==> src/rtl/rr_arbiter4_sel.sv <==
// Four-requester round-robin arbiter driving the A/B/enable selects of a
// 2-to-4 decoder, with a bounded hold limit; all outputs registered.
module rr_arbiter4_sel #(
    parameter int MAX_HOLD = 8,
    parameter int CNT_W    = 4
) (
    input  logic       clk,
    input  logic       rst,
    input  logic [3:0] req,
    output logic       A,
    output logic       B,
    output logic       enable,
    output logic       grant_change
);

    typedef enum logic {
        IDLE,
        GRANT
    } state_t;

    localparam logic [CNT_W-1:0] HOLD_MAX = CNT_W'(MAX_HOLD);

    state_t           state;
    logic [1:0]       ptr;
    logic [CNT_W-1:0] hold_cnt;
    logic [1:0]       cur;
    logic [1:0]       winner;
    logic [3:0]       cur_mask;
    logic             others;
    logic             cur_req;
    logic             at_limit;

    assign cur      = {A, B};
    assign cur_mask = 4'b0001 << cur;
    assign others   = |(req & ~cur_mask);
    assign cur_req  = |(req & cur_mask);
    assign at_limit = (hold_cnt >= HOLD_MAX);

    // Scan from the farthest slot back to ptr so the nearest requester wins.
    always_comb begin
        winner = ptr;
        for (int i = 3; i >= 0; i--) begin
            if (req[ptr + 2'(i)]) begin
                winner = ptr + 2'(i);
            end
        end
    end

    always_ff @(posedge clk) begin
        if (rst) begin
            state        <= IDLE;
            enable       <= 1'b0;
            A            <= 1'b0;
            B            <= 1'b0;
            grant_change <= 1'b0;
            ptr          <= 2'd0;
            hold_cnt     <= '0;
        end else begin
            grant_change <= 1'b0;
            unique case (state)
                IDLE: begin
                    if (|req) begin
                        state        <= GRANT;
                        enable       <= 1'b1;
                        {A, B}       <= winner;
                        ptr          <= winner + 2'd1;
                        hold_cnt     <= CNT_W'(1);
                        grant_change <= 1'b1;
                    end
                end
                GRANT: begin
                    unique case (1'b1)
                        (!cur_req && others),
                        (cur_req && at_limit && others): begin
                            {A, B}       <= winner;
                            ptr          <= winner + 2'd1;
                            hold_cnt     <= CNT_W'(1);
                            grant_change <= 1'b1;
                        end
                        (!cur_req && !others): begin
                            state  <= IDLE;
                            enable <= 1'b0;
                        end
                        (cur_req && !at_limit): begin
                            hold_cnt <= hold_cnt + CNT_W'(1);
                        end
                        default: begin
                            hold_cnt <= HOLD_MAX;
                        end
                    endcase
                end
                default: begin
                    state  <= IDLE;
                    enable <= 1'b0;
                end
            endcase
        end
    end

endmodule

==> config.mk <==
export PLATFORM = sky130hd
export DESIGN_NAME = rr_arbiter4_sel
export DESIGN_NICKNAME = d
export VERILOG_FILES = /design/src/rtl/rr_arbiter4_sel.sv
export SDC_FILE = /design/constraint.sdc
export NUM_CORES = 1
export LEC_CHECK = 0
export ABC_AREA = 1
export CAP_MARGIN = 10
export CELL_PAD_IN_SITES_DETAIL_PLACEMENT = 0
export CELL_PAD_IN_SITES_GLOBAL_PLACEMENT = 1
export CORE_AREA = 10 10 63 65
export DETAILED_ROUTE_END_ITERATION = 7
export DIE_AREA = 0 0 73 75
export PLACE_DENSITY_LB_ADDON = 0.1
export RECOVER_POWER = 50
export SYNTH_ARGS = -nofsm -noshare
export SYNTH_HDL_FRONTEND = slang
export SYNTH_SLANG_ARGS = --single-unit
==> constraint.sdc <==
create_clock -name clk -period 2.5 [get_ports clk]
set_clock_uncertainty 0.05 [all_clocks]
set_input_delay 0.5 -clock clk [delete_from_list [all_inputs] [get_ports clk]]
set_output_delay 0.5 -clock clk [all_outputs]
set_load 0.02 [all_outputs]
==> flow_metrics.env, run 1 <==
export IMPL_place_worst_setup_slack_ps=418
export IMPL_wire_per_inst_um=10.2
export IMPL_cts_tree="yes"
export IMPL_io_buffers=9
export IMPL_synthTopCellsByArea="dfxtp_1 28%, nand2_1 20%, inv_1 9.6%"
export IMPL_cp_cell_sequence="dlygate4sd3_1 -> inv_1 -> nor2_1 -> nor2_1 -> nand4_1 -> nand2_1 -> nor2_1 -> inv_2 -> nand2_1 -> inv_2 -> nor2_1 -> a21oi_1"
export IMPL_num_io_pins=10
export IMPL_place_congestion=0.741
export IMPL_critPathKind="input port to flip-flop"
export IMPL_overflow=0
export IMPL_slew_headroom_pct=75.7
export IMPL_cap_violations=0
export IMPL_synth_top_area_cell="dfxtp_1"
export IMPL_antenna_found_initial=0
export IMPL_finalCritPeriodShare_pct=81.7
export IMPL_max_stage_delay_ps=590
export IMPL_cts_htree_levels=1
export IMPL_start_util_pct=29.0
export IMPL_rsz0062_at_grt="no"
export IMPL_synth_seq_cells=11
export IMPL_diodes=0
export IMPL_clockRootBuffer="clkbuf_4"
export IMPL_drive_above_1_share_pct=10.4
export IMPL_crit_family="buffers and inverters"
export IMPL_maxSlewViolCount=0
export IMPL_clk_transition_reported_paths_ps=70
export IMPL_ant_nets=0
export IMPL_outcome="completed"
export IMPL_core_rowCount=19
export IMPL_synthTopCellsByCount="42 x nand2_1, 20 x inv_1, 11 x dfxtp_1, 11 x nand3_1, 10 x a21oi_1"
export IMPL_cts_buffer_depth=2
export IMPL_worst_slew_pin_slew_ps=363
export IMPL_grt_pass1_wl_mm=3.24
export IMPL_first_pass_iters=4
export IMPL_cp_num_buf_inv=4
export IMPL_ys_warn_count=0
export IMPL_syn_area_um2=786
export IMPL_fmax_ghz=0.490
export IMPL_hpwl_mm=1.43
export IMPL_cts_resized=0
export IMPL_tns_ps=0
export IMPL_seq_area_um2=220
export IMPL_wl_mm=1.79
export IMPL_dieArea_um2=5480
export IMPL_vias=805
export IMPL_synthArstFlopShare_pct=0
export IMPL_clock_sinks=11
export IMPL_area_growth_pct=17.0
export IMPL_hp_class="flip-flop to flip-flop"
export IMPL_synth_avg_cell_area_um2=5.95
export IMPL_yosysMostFrequentCell="nand2_1"
export IMPL_core_um2=2710
export IMPL_worstPathArrival_ps=2140
export IMPL_cp_start_kind="input port"
export IMPL_finalHoldViolations=0
export IMPL_nets=153
export IMPL_cts_buffers_inserted=3
export IMPL_path_max_fanout=5
export IMPL_fin_ws_ps=458
export IMPL_cts_setup_buffers=0
export IMPL_multi_input_area_um2=444
export IMPL_insertion_delay_ps=270
export IMPL_synth_main_ff_cell="dfxtp_1"
export IMPL_die_w_um=73
export IMPL_viasPerCell=4.60
export IMPL_synthCells=132
export IMPL_total_leakage_power_nw=0.472
export IMPL_synth_nets=140
export IMPL_ys_seq_area_share_pct=28.0
export IMPL_drcViolationCount=0
export IMPL_synth_edf_count=0
export IMPL_ctsHoldBuffers=0
export IMPL_grt_pass1_vias=777
export IMPL_synth_distinct_cells=20
export IMPL_cp_slowest_cell="dlygate4sd3_1"
export IMPL_final_util_pct=33.9
export IMPL_post_route_min_period_ps=2040
export IMPL_grt_use_total_pct=7.28
export IMPL_finalSetupViolCount=0
export IMPL_die_h_um=75
export IMPL_fillerInstances=316
export IMPL_drt_iter0_markers=50
export IMPL_ir_drop_uv=440
export IMPL_cp_common_cell="nor2_1"
export IMPL_grt_max_degree=11
export IMPL_powerDensity_nw_per_um2=1040
export IMPL_crit_path_end_kind="flip-flop"
export IMPL_yosysTopAreaCellShare_pct=28.0
export IMPL_cp_required_ps=2600
[layout by cell type (no fill, tap or decap), types with 2 or more instances in the layout]
| cell type | instances |
|---|---|
| clkbuf_4 | 3 |
| dfxtp_1 | 11 |
| clkdlybuf4s50_1 | 7 |
| clkbuf_1 | 2 |
| a21oi_1 | 10 |
| nand2_2 | 5 |
| o21ai_0 | 4 |
| nand3_1 | 11 |
| inv_2 | 4 |
| ha_1 | 2 |
| nand4_1 | 2 |
| nor2_1 | 10 |
| dlygate4sd3_1 | 2 |
| nand2_1 | 43 |
| inv_1 | 20 |
| a211oi_1 | 3 |
[power breakdown]
group	switching (mW)	total (mW)	internal (mW)
Combinational	0.340	0.547	0.207
Clock	0.0631	0.125	0.0618
Sequential	0.0667	0.288	0.221
[registers in the layout (all words and copies together), names as in the netlist]
register,flops
hold_cnt,4
B,1
ptr,2
grant_change,1
state,1
enable,1
A,1
[worst register-to-register path, cell delays in order, from the launching register on]
cell,delay (ps)
dfxtp_1,460
inv_1,110
nand3_1,80
nand2_1,60
inv_1,60
nand2_2,60
nand3_2,50
nand2_1,90
nor2_1,270
inv_2,110
nand2_1,90
inv_2,30
nor2_1,90
a21oi_1,60
[metrics by stage]
step                      total power, mW  std cells  hold slack [ps]  cell area [um^2]
after floorplan                     0.731        132              425               786
after global placement              0.872        171              450               907
after detailed placement            0.863        171              448               907
after CTS                           0.991        175              459               933
after global routing                 1.10        175              483               920
final                               0.960        175              452               920
[area by class of cell]
| type | instances | share of cell area, % |
|---|---|---|
| well taps | 31 | 4.22 |
| flip-flops and latches | 11 | 23.9 |
| inverters | 25 | 10.5 |
| multi-input cells | 94 | 48.3 |
| repair buffers | 10 | 10.2 |
| clock buffers | 4 | 2.86 |
[layer usage]
| layer | track usage (%) | share of wire [%] | vias up |
|---|---|---|---|
| li1 | - | - | 435 |
| met1 | 8.70 | 50 | 350 |
| met2 | 11.9 | 42 | 16 |
| met3 | 1.97 | 6.5 | 4 |
| met4 | 3.16 | 1.5 | 0 |
| met5 | 0 | 0 | - |
[worst paths after layout]
path | endpoint | slack (ps) | depth (start not counted) | from
worst max-delay path | ptr[1]$_SDFFE_PP0P_ | 460 | 12 | req[0]
worst min-delay path | hold_cnt[3]$_SDFFE_PP0P_ | 450 | 2 | hold_cnt[3]$_SDFFE_PP0P_
worst max register to register | ptr[1]$_SDFFE_PP0P_ | 710 | 13 | A$_SDFFE_PP0P_
worst min register to register | hold_cnt[3]$_SDFFE_PP0P_ | 450 | 2 | hold_cnt[3]$_SDFFE_PP0P_
[logic make-up after synthesis]
kind of cell / count (synthesis) / synth area share, %
adders and majority gates: 2 / 3.18
and+or+nand+nor: 74 / 42.2
AOI/OAI and AO/OA: 18 / 12.4
buffers and inverters: 27 / 14.2
DFF: 11 / 28.0
Power figures use the tool's default switching activity.
==> inputs of run 2 (changes only) <==
==> constraint.sdc (replaced) <==
create_clock -name clk -period 2 [get_ports clk]
set_clock_uncertainty 0.05 [all_clocks]
set_input_delay 0.4 -clock clk [delete_from_list [all_inputs] [get_ports clk]]
set_output_delay 0.4 -clock clk [all_outputs]
set_load 0.02 [all_outputs]
==> flow_metrics.env, run 2 (same netlist as run 1, synthesis figures left out) <==
export IMPL_start_util_pct=29.0
export IMPL_drcViolationCount=0
export IMPL_max_stage_delay_ps=670
export IMPL_total_leakage_power_nw=0.474
export IMPL_reg_largest_list="hold_cnt: 4 flops, ptr: 2 flops"
export IMPL_cts_tree="yes"
export IMPL_cts_buffers_inserted=3
export IMPL_fmax_ghz=0.537
export IMPL_cap_violations=0
export IMPL_first_pass_iters=4
export IMPL_crit_family="buffers and inverters"
export IMPL_cp_cell_sequence="clkdlybuf4s50_1"
export IMPL_cp_start_kind="flip-flop"
export IMPL_core_um2=2710
export IMPL_met3_usage_pct=1.84
export IMPL_critPathKind="flip-flop to primary output"
export IMPL_hpwl_mm=1.49
export IMPL_ir_drop_uv=605
export IMPL_grt_use_met1_pct=9.37
export IMPL_core_rowCount=19
export IMPL_cp_required_ps=1550
export IMPL_powerDensity_nw_per_um2=1310
export IMPL_clock_sinks=11
export IMPL_worst_slew_pin_slew_ps=365
export IMPL_multi_input_area_um2=449
export IMPL_fillerInstances=319
export IMPL_clockRootBuffer="clkbuf_4"
export IMPL_vias=792
export IMPL_stdcell_area_um2=925
export IMPL_hold_ws_ps=460
export IMPL_cts_setup_buffers=0
export IMPL_hp_class="flip-flop to flip-flop"
export IMPL_grt_pass1_wl_mm=3.54
export IMPL_dieArea_um2=5480
export IMPL_largest_register_ffs=4
export IMPL_drive_above_1_share_pct=9.72
export IMPL_finalCritPeriodShare_pct=93.0
export IMPL_cp_num_buf_inv=1
export IMPL_viasPerCell=4.53
export IMPL_fin_cells=175
export IMPL_wl_mm=1.92
export IMPL_die_w_um=73
export IMPL_layout_common_cells="44 x nand2_1, 20 x inv_1, 11 x dfxtp_1, 11 x nand3_1, 10 x a21oi_1"
export IMPL_cp_slowest_cell="clkdlybuf4s50_1"
export IMPL_nets=153
export IMPL_worstPathArrival_ps=1410
export IMPL_die_h_um=75
export IMPL_cts_htree_levels=1
export IMPL_cts_resized=0
export IMPL_grt_pass1_vias=823
export IMPL_outcome="completed"
export IMPL_maxSlewViolCount=0
export IMPL_finalHoldViolations=0
export IMPL_post_route_min_period_ps=1860
export IMPL_grt_max_degree=11
export IMPL_ant_nets=0
export IMPL_finalSetupViolCount=0
export IMPL_diodes=0
export IMPL_final_common_cell="nand2_1"
export IMPL_dpl_cell_area_um2=907
export IMPL_overflow=0
export IMPL_place_congestion=0.743
export IMPL_num_io_pins=10
export IMPL_dpl_cell_count=171
export IMPL_crit_path_end_kind="primary output"
export IMPL_p_total_mw=1.21
export IMPL_cts_buffer_depth=2
export IMPL_slew_headroom_pct=75.6
export IMPL_rsz0062_at_grt="no"
export IMPL_antenna_found_initial=0
export IMPL_ctsHoldBuffers=0
export IMPL_drt_iter0_markers=49
export IMPL_area_growth_pct=17.7
export IMPL_tns_ps=0
export IMPL_wire_per_inst_um=11.0
export IMPL_path_max_fanout=7
export IMPL_grt_use_total_pct=7.89
export IMPL_io_buffers=9
export IMPL_seq_area_um2=220
export IMPL_grtUsageMet2_pct=13.4
export IMPL_top_usage_layer="met2"
export IMPL_clk_transition_reported_paths_ps=70
export IMPL_largest_register="hold_cnt"
export IMPL_insertion_delay_ps=260
-- run 2: cell type report --
cell class / instances / area share [%]
multi-input cells: 94 / 48.6
flip-flops and latches: 11 / 23.8
repair buffers: 10 / 10.1
well taps: 31 / 4.19
inverters: 25 / 10.4
clock buffers: 4 / 2.84
-- run 2: metrics by stage --
stage | utilization, % | worst slack (ps)
2_1_floorplan | - | 485
3_3_place_gp | 33.5 | -0.0215
3_5_place_dp | 33.5 | 4.97
4_1_cts | 34.4 | 124
5_1_grt | 34.1 | 67.5
6_report | 34.1 | 139
-- run 2: layer usage --
metal,up-vias,share of wire (%)
met2,13,44
li1,433,-
met5,-,0
met3,4,4.2
met4,0,1.3
met1,342,50
-- run 2: power breakdown --
group / internal (mW) / switching (mW) / leakage (nW) / total (mW)
clock network: 0.0771 / 0.0747 / 0.0150 / 0.152
registers: 0.277 / 0.0900 / 0.0911 / 0.367
logic: 0.261 / 0.430 / 0.368 / 0.691
-- run 2: worst paths after layout --
path	from	to	slack [ps]	cells after the start
hold reg to reg	enable$_SDFFE_PP0P_	enable$_SDFFE_PP0P_	460	2
hold / removal	enable$_SDFFE_PP0P_	enable$_SDFFE_PP0P_	460	2
setup reg to reg	B$_SDFFE_PP0P_	ptr[1]$_SDFFE_PP0P_	350	13
setup / recovery	B$_SDFFE_PP0P_	B	140	1
